$ cat config.mk
export PLATFORM = sky130hd
export DESIGN_NAME = counter_cmd_ctrl_flat
export DESIGN_NICKNAME = d
export VERILOG_FILES = /design/src/rtl/counter_cmd_ctrl_if.sv /design/src/rtl/counter_cmd_ctrl.sv /design/src/flat_wrapper.sv
export SDC_FILE = /design/constraint.sdc
export NUM_CORES = 1
export LEC_CHECK = 0
export CORE_MARGIN = 2
export CORE_UTILIZATION = 40
export CTS_BUF_LIST = sky130_fd_sc_hd__clkbuf_4 sky130_fd_sc_hd__clkbuf_8 sky130_fd_sc_hd__clkbuf_16
export CTS_CLUSTER_DIAMETER = 40
export DETAILED_ROUTE_END_ITERATION = 16
export HOLD_SLACK_MARGIN = 0.12
export SYNTH_ARGS = -nofsm -noshare
export SYNTH_HDL_FRONTEND = slang
export SYNTH_SLANG_ARGS = --single-unit
export TNS_END_PERCENT = 20
$ cat constraint.sdc
create_clock -name clk -period 2.1 [get_ports clk]
set_input_delay 0.42 -clock clk [delete_from_list [all_inputs] [get_ports clk]]
set_output_delay 0.42 -clock clk [all_outputs]
set_load 0.02 [all_outputs]
$ cat src/rtl/counter_cmd_ctrl_if.sv
// counter_cmd_ctrl_if
// Bundles the board-side inputs and the counter-side strobes of the
// counter command front-end.
//   btn_load_i  raw load button (async, active-high)
//   btn_step_i  raw step button (async, active-high)
//   sw_auto_i   raw mode switch, 1 = auto count
//   sw_data_i   raw load value switches
//   ld_o        one-cycle load strobe
//   cnt_o       one-cycle count strobe
//   d_o         load value, held until next load
//   auto_o      current mode, 1 = auto
// Modports: master drives the raw inputs (board / bench side),
//           slave is the controller.
interface counter_cmd_ctrl_if #(
  parameter int W = 4
);
  logic         btn_load_i;
  logic         btn_step_i;
  logic         sw_auto_i;
  logic [W-1:0] sw_data_i;
  logic         ld_o;
  logic         cnt_o;
  logic [W-1:0] d_o;
  logic         auto_o;

  modport master (
    output btn_load_i, btn_step_i, sw_auto_i, sw_data_i,
    input  ld_o, cnt_o, d_o, auto_o
  );

  modport slave (
    input  btn_load_i, btn_step_i, sw_auto_i, sw_data_i,
    output ld_o, cnt_o, d_o, auto_o
  );
endinterface

$ cat src/rtl/counter_cmd_ctrl.sv
// counter_cmd_ctrl
// Command front-end for the 4-bit loadable up-counter. Synchronises the
// buttons and switches, debounces the two buttons, turns presses into
// single-cycle load / count strobes and generates an auto-count tick.
// Ports:
//   clk    system clock
//   rst_n  asynchronous active-low reset
//   bus    counter_cmd_ctrl_if.slave (raw inputs in, strobes out)
// Parameters:
//   W                load data width
//   DEBOUNCE_CYCLES  stable cycles needed to accept a button change (>= 2)
//   TICK_DIV         clk cycles per auto-count tick (>= 2)
// Optional feature macro: CNT_CTRL_STEP_REPEAT_EN
//   When defined, a step button held for 8*TICK_DIV cycles after its press
//   in manual mode repeats a count strobe every TICK_DIV cycles.
//
// state  | meaning
// MANUAL | counts only on step presses, prescaler held at 0
// AUTO   | counts on prescaler wrap, step presses ignored
module counter_cmd_ctrl #(
  parameter int W               = 4,
  parameter int DEBOUNCE_CYCLES = 20000,
  parameter int TICK_DIV        = 50000000
) (
  input logic          clk,
  input logic          rst_n,
  counter_cmd_ctrl_if.slave bus
);
  localparam int DBW = $clog2(DEBOUNCE_CYCLES);
  localparam int PW  = $clog2(TICK_DIV);
  localparam logic [DBW-1:0] DB_LAST   = DBW'(DEBOUNCE_CYCLES - 1);
  localparam logic [PW-1:0]  TICK_LAST = PW'(TICK_DIV - 1);

  typedef enum logic {MANUAL = 1'b0, AUTO = 1'b1} state_t;

  state_t         state;

  // bit 0 = load button, bit 1 = step button
  logic [1:0]     btn_meta;
  logic [1:0]     btn_sync;
  logic [1:0]     btn_db;
  logic [1:0]     btn_db_q;
  logic [DBW-1:0] db_cnt [2];

  logic           auto_meta;
  logic           auto_sync;
  logic [W-1:0]   data_meta;
  logic [W-1:0]   data_sync;

  logic [PW-1:0]  presc;
  logic           ld;
  logic           cnt;
  logic [W-1:0]   d;
  logic           auto_mode;

  logic           load_evt;
  logic           step_evt;
  logic           tick;
  logic           step_fire;

  assign load_evt = btn_db[0] & ~btn_db_q[0];
  assign step_evt = btn_db[1] & ~btn_db_q[1];
  assign tick     = (state == AUTO) && (presc == TICK_LAST);

  always_ff @(posedge clk or negedge rst_n) begin
    if (!rst_n) begin
      btn_meta  <= '0;
      btn_sync  <= '0;
      btn_db    <= '0;
      btn_db_q  <= '0;
      auto_meta <= 1'b0;
      auto_sync <= 1'b0;
      data_meta <= '0;
      data_sync <= '0;
      for (int i = 0; i < 2; i++) db_cnt[i] <= '0;
    end else begin
      btn_meta  <= {bus.btn_step_i, bus.btn_load_i};
      btn_sync  <= btn_meta;
      auto_meta <= bus.sw_auto_i;
      auto_sync <= auto_meta;
      data_meta <= bus.sw_data_i;
      data_sync <= data_meta;
      btn_db_q  <= btn_db;
      for (int i = 0; i < 2; i++) begin
        if (btn_sync[i] == btn_db[i]) begin
          db_cnt[i] <= '0;
        end else if (db_cnt[i] == DB_LAST) begin
          btn_db[i] <= btn_sync[i];
          db_cnt[i] <= '0;
        end else begin
          db_cnt[i] <= db_cnt[i] + 1'b1;
        end
      end
    end
  end

`ifdef CNT_CTRL_STEP_REPEAT_EN
  localparam int RW = $clog2(8 * TICK_DIV + 1);
  localparam logic [RW-1:0] RPT_HOLD   = RW'(8 * TICK_DIV);
  // after a repeat, restart TICK_DIV-1 cycles short of the hold mark
  localparam logic [RW-1:0] RPT_RELOAD = RW'(7 * TICK_DIV + 1);

  // non-zero means a press in manual mode armed the repeat
  logic [RW-1:0] rpt;
  logic          rpt_fire;

  assign rpt_fire  = (rpt == RPT_HOLD) && btn_db[1];
  assign step_fire = (state == MANUAL) && !auto_sync && (step_evt || rpt_fire);

  always_ff @(posedge clk or negedge rst_n) begin
    if (!rst_n) begin
      rpt <= '0;
    end else if (state != MANUAL || auto_sync || !btn_db[1]) begin
      rpt <= '0;
    end else if (step_evt) begin
      rpt <= RW'(1);
    end else if (rpt_fire) begin
      rpt <= RPT_RELOAD;
    end else if (rpt != '0) begin
      rpt <= rpt + 1'b1;
    end
  end
`else
  // a press landing on the switch-to-auto edge is discarded
  assign step_fire = (state == MANUAL) && !auto_sync && step_evt;
`endif

  always_ff @(posedge clk or negedge rst_n) begin
    if (!rst_n) begin
      state     <= MANUAL;
      presc     <= '0;
      ld        <= 1'b0;
      cnt       <= 1'b0;
      d         <= '0;
      auto_mode <= 1'b0;
    end else begin
      ld  <= load_evt;
      // load wins; a coincident count is dropped
      cnt <= !load_evt && (tick || step_fire);
      if (load_evt) d <= data_sync;
      case (state)
        MANUAL: begin
          presc <= '0;
          if (auto_sync) begin
            state     <= AUTO;
            auto_mode <= 1'b1;
          end
        end
        AUTO: begin
          if (!auto_sync) begin
            state     <= MANUAL;
            auto_mode <= 1'b0;
            presc     <= '0;
          end else if (load_evt || presc == TICK_LAST) begin
            presc <= '0;
          end else begin
            presc <= presc + 1'b1;
          end
        end
        default: begin
          state     <= MANUAL;
          auto_mode <= 1'b0;
          presc     <= '0;
        end
      endcase
    end
  end

  assign bus.ld_o   = ld;
  assign bus.cnt_o  = cnt;
  assign bus.d_o    = d;
  assign bus.auto_o = auto_mode;
endmodule

$ cat src/flat_wrapper.sv
// flat-port wrapper written by rule: the top's interface ports become plain ports
module counter_cmd_ctrl_flat 
#(
  parameter int W               = 4,
  parameter int DEBOUNCE_CYCLES = 20000,
  parameter int TICK_DIV        = 50000000
)
  (clk, rst_n, bus_btn_load_i, bus_btn_step_i, bus_sw_auto_i, bus_sw_data_i, bus_ld_o, bus_cnt_o, bus_d_o, bus_auto_o);
  counter_cmd_ctrl_if #(.W(W)) bus_i ();
  input logic clk;
  input logic rst_n;
  input wire logic [$bits(bus_i.btn_load_i)-1:0] bus_btn_load_i;
  input wire logic [$bits(bus_i.btn_step_i)-1:0] bus_btn_step_i;
  input wire logic [$bits(bus_i.sw_auto_i)-1:0] bus_sw_auto_i;
  input wire logic [$bits(bus_i.sw_data_i)-1:0] bus_sw_data_i;
  output wire logic [$bits(bus_i.ld_o)-1:0] bus_ld_o;
  output wire logic [$bits(bus_i.cnt_o)-1:0] bus_cnt_o;
  output wire logic [$bits(bus_i.d_o)-1:0] bus_d_o;
  output wire logic [$bits(bus_i.auto_o)-1:0] bus_auto_o;
  assign bus_i.btn_load_i = bus_btn_load_i;
  assign bus_i.btn_step_i = bus_btn_step_i;
  assign bus_i.sw_auto_i = bus_sw_auto_i;
  assign bus_i.sw_data_i = bus_sw_data_i;
  assign bus_ld_o = bus_i.ld_o;
  assign bus_cnt_o = bus_i.cnt_o;
  assign bus_d_o = bus_i.d_o;
  assign bus_auto_o = bus_i.auto_o;
  counter_cmd_ctrl #(.W(W), .DEBOUNCE_CYCLES(DEBOUNCE_CYCLES), .TICK_DIV(TICK_DIV)) u_core (.clk(clk), .rst_n(rst_n), .bus(bus_i));
endmodule
* Word-level counts from Yosys, hierarchy flattened
Index checks and enable logic that the tools add are counted.
Storage, ports and cells: register bits 82, bits of input ports 9, output and inout port bits 7, word-level logic and storage cells 56
Operators by class: add/subtract/negate cells 3, equality and inequality tests 7, muxes and demuxes 11, bitwise operators 7, reduce and logical (&&, ||, !) cells 11
Operators with widths (number):
- $mux W15 | 4
- $mux W26 | 2
- $pmux W26 S2 | 1
- $add A15 B1 Y15 const B | 2
- $eq A15 B15 Y1 const B | 2
- $add A26 B1 Y26 const B | 1
- $eq A26 B26 Y1 const B | 1
- $reduce_and A2 Y1 | 3
- $not A1 Y1 | 5
- $logic_and A1 B1 Y1 | 4
- $mux W1 | 3
- $and A1 B1 Y1 | 2
- $eq A1 B1 Y1 | 2
- $logic_not A1 Y1 | 2
- $logic_or A1 B1 Y1 | 2
- $ne A2 B1 Y1 const B | 1
- $ne A2 B2 Y1 const B | 1
- $pmux W1 S2 | 1

* Longest topological paths before layout
depth in word-level cells 6, depth in mapped cells 6, gate-level depth less buffers 5

* Worst setup path after synthesis
OpenSTA, ideal clock, no wires.
kind flip-flop to flip-flop, start register u_core.presc[3], end register u_core.presc[15], setup time 0.079 ns, data arrival time 1.662 ns, required time 2.021 ns, path slack 0.359 ns, cell stages (with the launch flop) 6, path buffers 1, period minus slack after synthesis 1.741 ns, cell sequence dfrtp_1 -> nand4_2 -> or3_1 -> buf_6 -> or4_1 -> a21oi_1
Between the ends: word-level cells in the longest chain between the ends 5, elaborated cells between the ends (all ways) 6, those cells by class add/sub (1); eq/ne (1); mux (3); reduce/logical (1)
RTL lines:
- from (decl) | line counter_cmd_ctrl.sv:50 | logic [PW-1:0] presc;
- from (signal assigned) | line counter_cmd_ctrl.sv:157 | presc <= presc + 1'b1;
- parallel branches: the longest is 2 deep, another holds $add A26 B1 Y26
- $mux W26 (*) | line counter_cmd_ctrl.sv:154 | end else if (load_evt || presc == TICK_LAST) begin
- $mux W26 (*) | line counter_cmd_ctrl.sv:150 | if (!auto_sync) begin
- $pmux W26 S2 (*) | line counter_cmd_ctrl.sv:141 | case (state)
Mark *: on every way between the ends. A chain may end at the register's enable or synchronous reset.

* Final worst setup path
start register u_core.presc[3], end register u_core.presc[21]
The elaborated chain is that of the path after synthesis.

==> out/results.tsv <==
stage	metric	value	unit
outcome	outcome	finished, final reports clean	
power	leakage	1.727	nW
place	gp_congestion	0.7907	
detailed_routing	wl_per_cell	13.42	um
detailed_routing	via_per_inst	5.374	
die	io_pins	16	
critical_path	crit_type	reg -> reg	
flow_run	maxCapViolations	0	
synth	ys_ff_latch	82	
critical_path	crit_chain	nand4_2, or3_1, or4_1, a21oi_1	
clocking	clk_pin_slew_worst_paths	100	ps
die	core	8763	um2
sta	skew	10.41	ps
critical_path	cp_data_arrival_time	2170	ps
place	port_buffers	15	
synth	yosys_warnings	0	
critical_path	startpoint_type	flop	
global_routing	grt_max_degree	37	
power	powerDensity	694.9	nW/um2
detailed_routing	vias	2526	
sta	max_slew_margin	0.6575	
sta	min_period	1885	ps
sta	clock.fmax	0.5305	GHz
critical_path	cp_max_fo	10	
min_path	hp-class	reg -> reg	
power	power	2.864	mW
global_routing	grt.total_usage	0.1395	
finish	areaGrowthSynthToFinish	13.55	%
detailed_routing	drc	0	
synth	yosysSeqAreaShare	0.5653	
clocking	cts_buffers	9	
place	dpl.hpwl	4344	um
synth	syn-cell-area	3630	um2
global_routing	grt_pass1_wl	11070	um
synth	avgSynthCellArea	10.77	um2
synth	syn_inst	337	
sta	final-max-slew-violation-count	0	
detailed_routing	ant_nets	0	
detailed_routing	wl	6306	um
power	ir_drop	350.4	uV
finish	layout-drive-gt1-share	0.09392	
die	die-width	99.26	um
detailed_routing	first_pass_iters	4	
finish	multiInputGateArea	1499	um2
clocking	cts_resized	0	
finish	register_area	2052	um2
die	dieArea	9853	um2
sta	tightest_slew	513.7	ps
clocking	holdBufCountCts	1	
critical_path	cp_num_buf_inv	0	
synth	async_reset_ff_frac	1.000	
sta	setup-tns-final	0	ps
global_routing	grt_pass1_vias	2326	
finish	fillers	815	
sta	rsz0062_at_grt	no	
critical_path	cp.required	2380	ps
clocking	clock_sinks	82	
sta	setup_violations	0	
synth	ys.flop_type	dfrtp_1	
synth	synth_edf_count	0	
clocking	clk_latency	350	ps
die	die_h	99.26	um
clocking	ctsRootBufferMaster	clkbuf_8	
die	row_count	34	
synth	ys_types	36	
sta	fin_crit_sh	0.8976	
critical_path	slowest_stage	or3_1	
critical_path	endpoint_kind	flop	
synth	synth_fp_nets	350	
critical_path	cpPeakStageDelay	550	ps
sta	hold_viol_final	0	
finish	nNetsFinal	370	
clocking	cts_tree	built	
clocking	clockBufferDepth	2	
die	initial_core_util	0.4142	
clocking	post_cts_buffers	0	
finish	antenna_cells	0	
global_routing	antenna_found_initial	0	
detailed_routing	drt_iter0_drc	93	
critical_path	cp_top_family	simple AND/OR/NAND/NOR gates	
global_routing	grt-ovfl-total	0	
clocking	cts_htree_levels	3	
==> metal layers <==
metal | routed length, um | global-route usage | vias up
met1 | 3005 | 0.1916 | 1235
li1 | - | - | 1249
met5 | 0 | 0 | -
met2 | 3016 | 0.2162 | 33
met3 | 194 | 0.02811 | 9
met4 | 90 | 0.06006 | 0
==> Yosys cell counts, types with 7 or more instances <==
cell,n,area (um2)
dfrtp_1,82,2052
nor2_1,43,161.4
xor2_1,20,175.2
nand2_1,18,67.56
nand3_1,18,90.09
nand4_1,18,112.6
xnor2_1,17,148.9
a21oi_1,15,75.07
and3_1,10,62.56
and4_1,9,78.83
clkbuf_1,8,30.03
o21ai_0,8,40.04
mux2_2,7,78.83
nor4_1,7,43.79
==> registers in the layout (all words and copies together), names as in the netlist, 2 cells and up <==
register and count:
u_core.db_cnt 30, u_core.presc 26, u_core.bus.d_o 4, u_core.data_meta 4
u_core.data_sync 4, u_core.btn_db 2, u_core.btn_db_q 2, u_core.btn_meta 2
u_core.btn_sync 2
==> logic make-up (layout without fill, tap and decap cells) <==
group | after synthesis | in the layout | synth area share
AOI/OAI and AO/OA | 32 | 32 | 0.05067
xor gates and xnor gates | 37 | 37 | 0.08928
adders and majority gates | 4 | 4 | 0.01379
buffers and inverters | 18 | 43 | 0.02172
DFF | 82 | 82 | 0.5653
muxes | 7 | 7 | 0.02172
and+or+nand+nor | 157 | 157 | 0.2375
==> worst paths after layout <==
path                                startpoint             endpoint  slack, ps  cells past startpoint
hold reg to reg            u_core.data_meta[3]  u_core.data_sync[3]        360                      0
max in group asynchronous                rst_n      u_core.presc[6]        970                      3
setup / recovery               u_core.presc[3]     u_core.presc[21]        210                      4
hold / removal             u_core.data_meta[3]  u_core.data_sync[3]        360                      0
setup reg to reg               u_core.presc[3]     u_core.presc[21]        210                      4
min in group asynchronous                rst_n  u_core.data_meta[3]        520                      2
==> per-stage QoR <==
| step | hold WS [ps] | cell area [um2] | utilization | setup WS (ps) | cells |
|---|---|---|---|---|---|
| floorplan | 124.4 | 3630 | - | 358.9 | 337 |
| global placement | 333.0 | 3906 | 0.4457 | 288.0 | 453 |
| detailed placement | 334.7 | 3906 | 0.4457 | 225.2 | 453 |
| CTS | 359.4 | 4121 | 0.4703 | 217.8 | 470 |
| global route | 365.3 | 4121 | 0.4703 | 93.57 | 470 |
| finish | 355.6 | 4121 | 0.4703 | 215.0 | 470 |
==> area by class of cell <==
class,count,share of cell area
Clock inverter,7,0.01973
Timing Repair Buffer,21,0.05039
Inverter,6,0.005464
Sequential cell,82,0.4979
Multi-Input combinational cell,237,0.3637
Clock buffer,9,0.03005
Tap cell,108,0.03279
==> cell usage in the layout (no fill, tap or decap), types with 7 or more instances in the layout <==
cell type / instances
dfrtp_1: 82
nor2_1: 43
xor2_1: 20
nand3_1: 18
nand2_1: 18
nand4_1: 18
xnor2_1: 17
a21oi_1: 15
clkdlybuf4s50_1: 14
and3_1: 10
and4_1: 9
clkbuf_8: 9
o21ai_0: 8
nor4_1: 7
mux2_2: 7
==> worst reg2reg max path: cells and delay by family, from the launching register on <==
family,cells,cell delay (ps)
AND/OR/NAND/NOR,3,1220
flip-flops,1,450
AO/OA/AOI/OAI,1,150
==> where the power goes <==
part / total (mW) / leakage (nW) / switching [mW] / internal, mW
Sequential: 1.62 / 1.10 / 0.0153 / 1.61
Combinational: 0.114 / 0.521 / 0.0701 / 0.0434
Clock: 1.13 / 0.104 / 0.653 / 0.476
Total: 2.86 / 1.73 / 0.739 / 2.13
(Power assumes the default switching activity.)
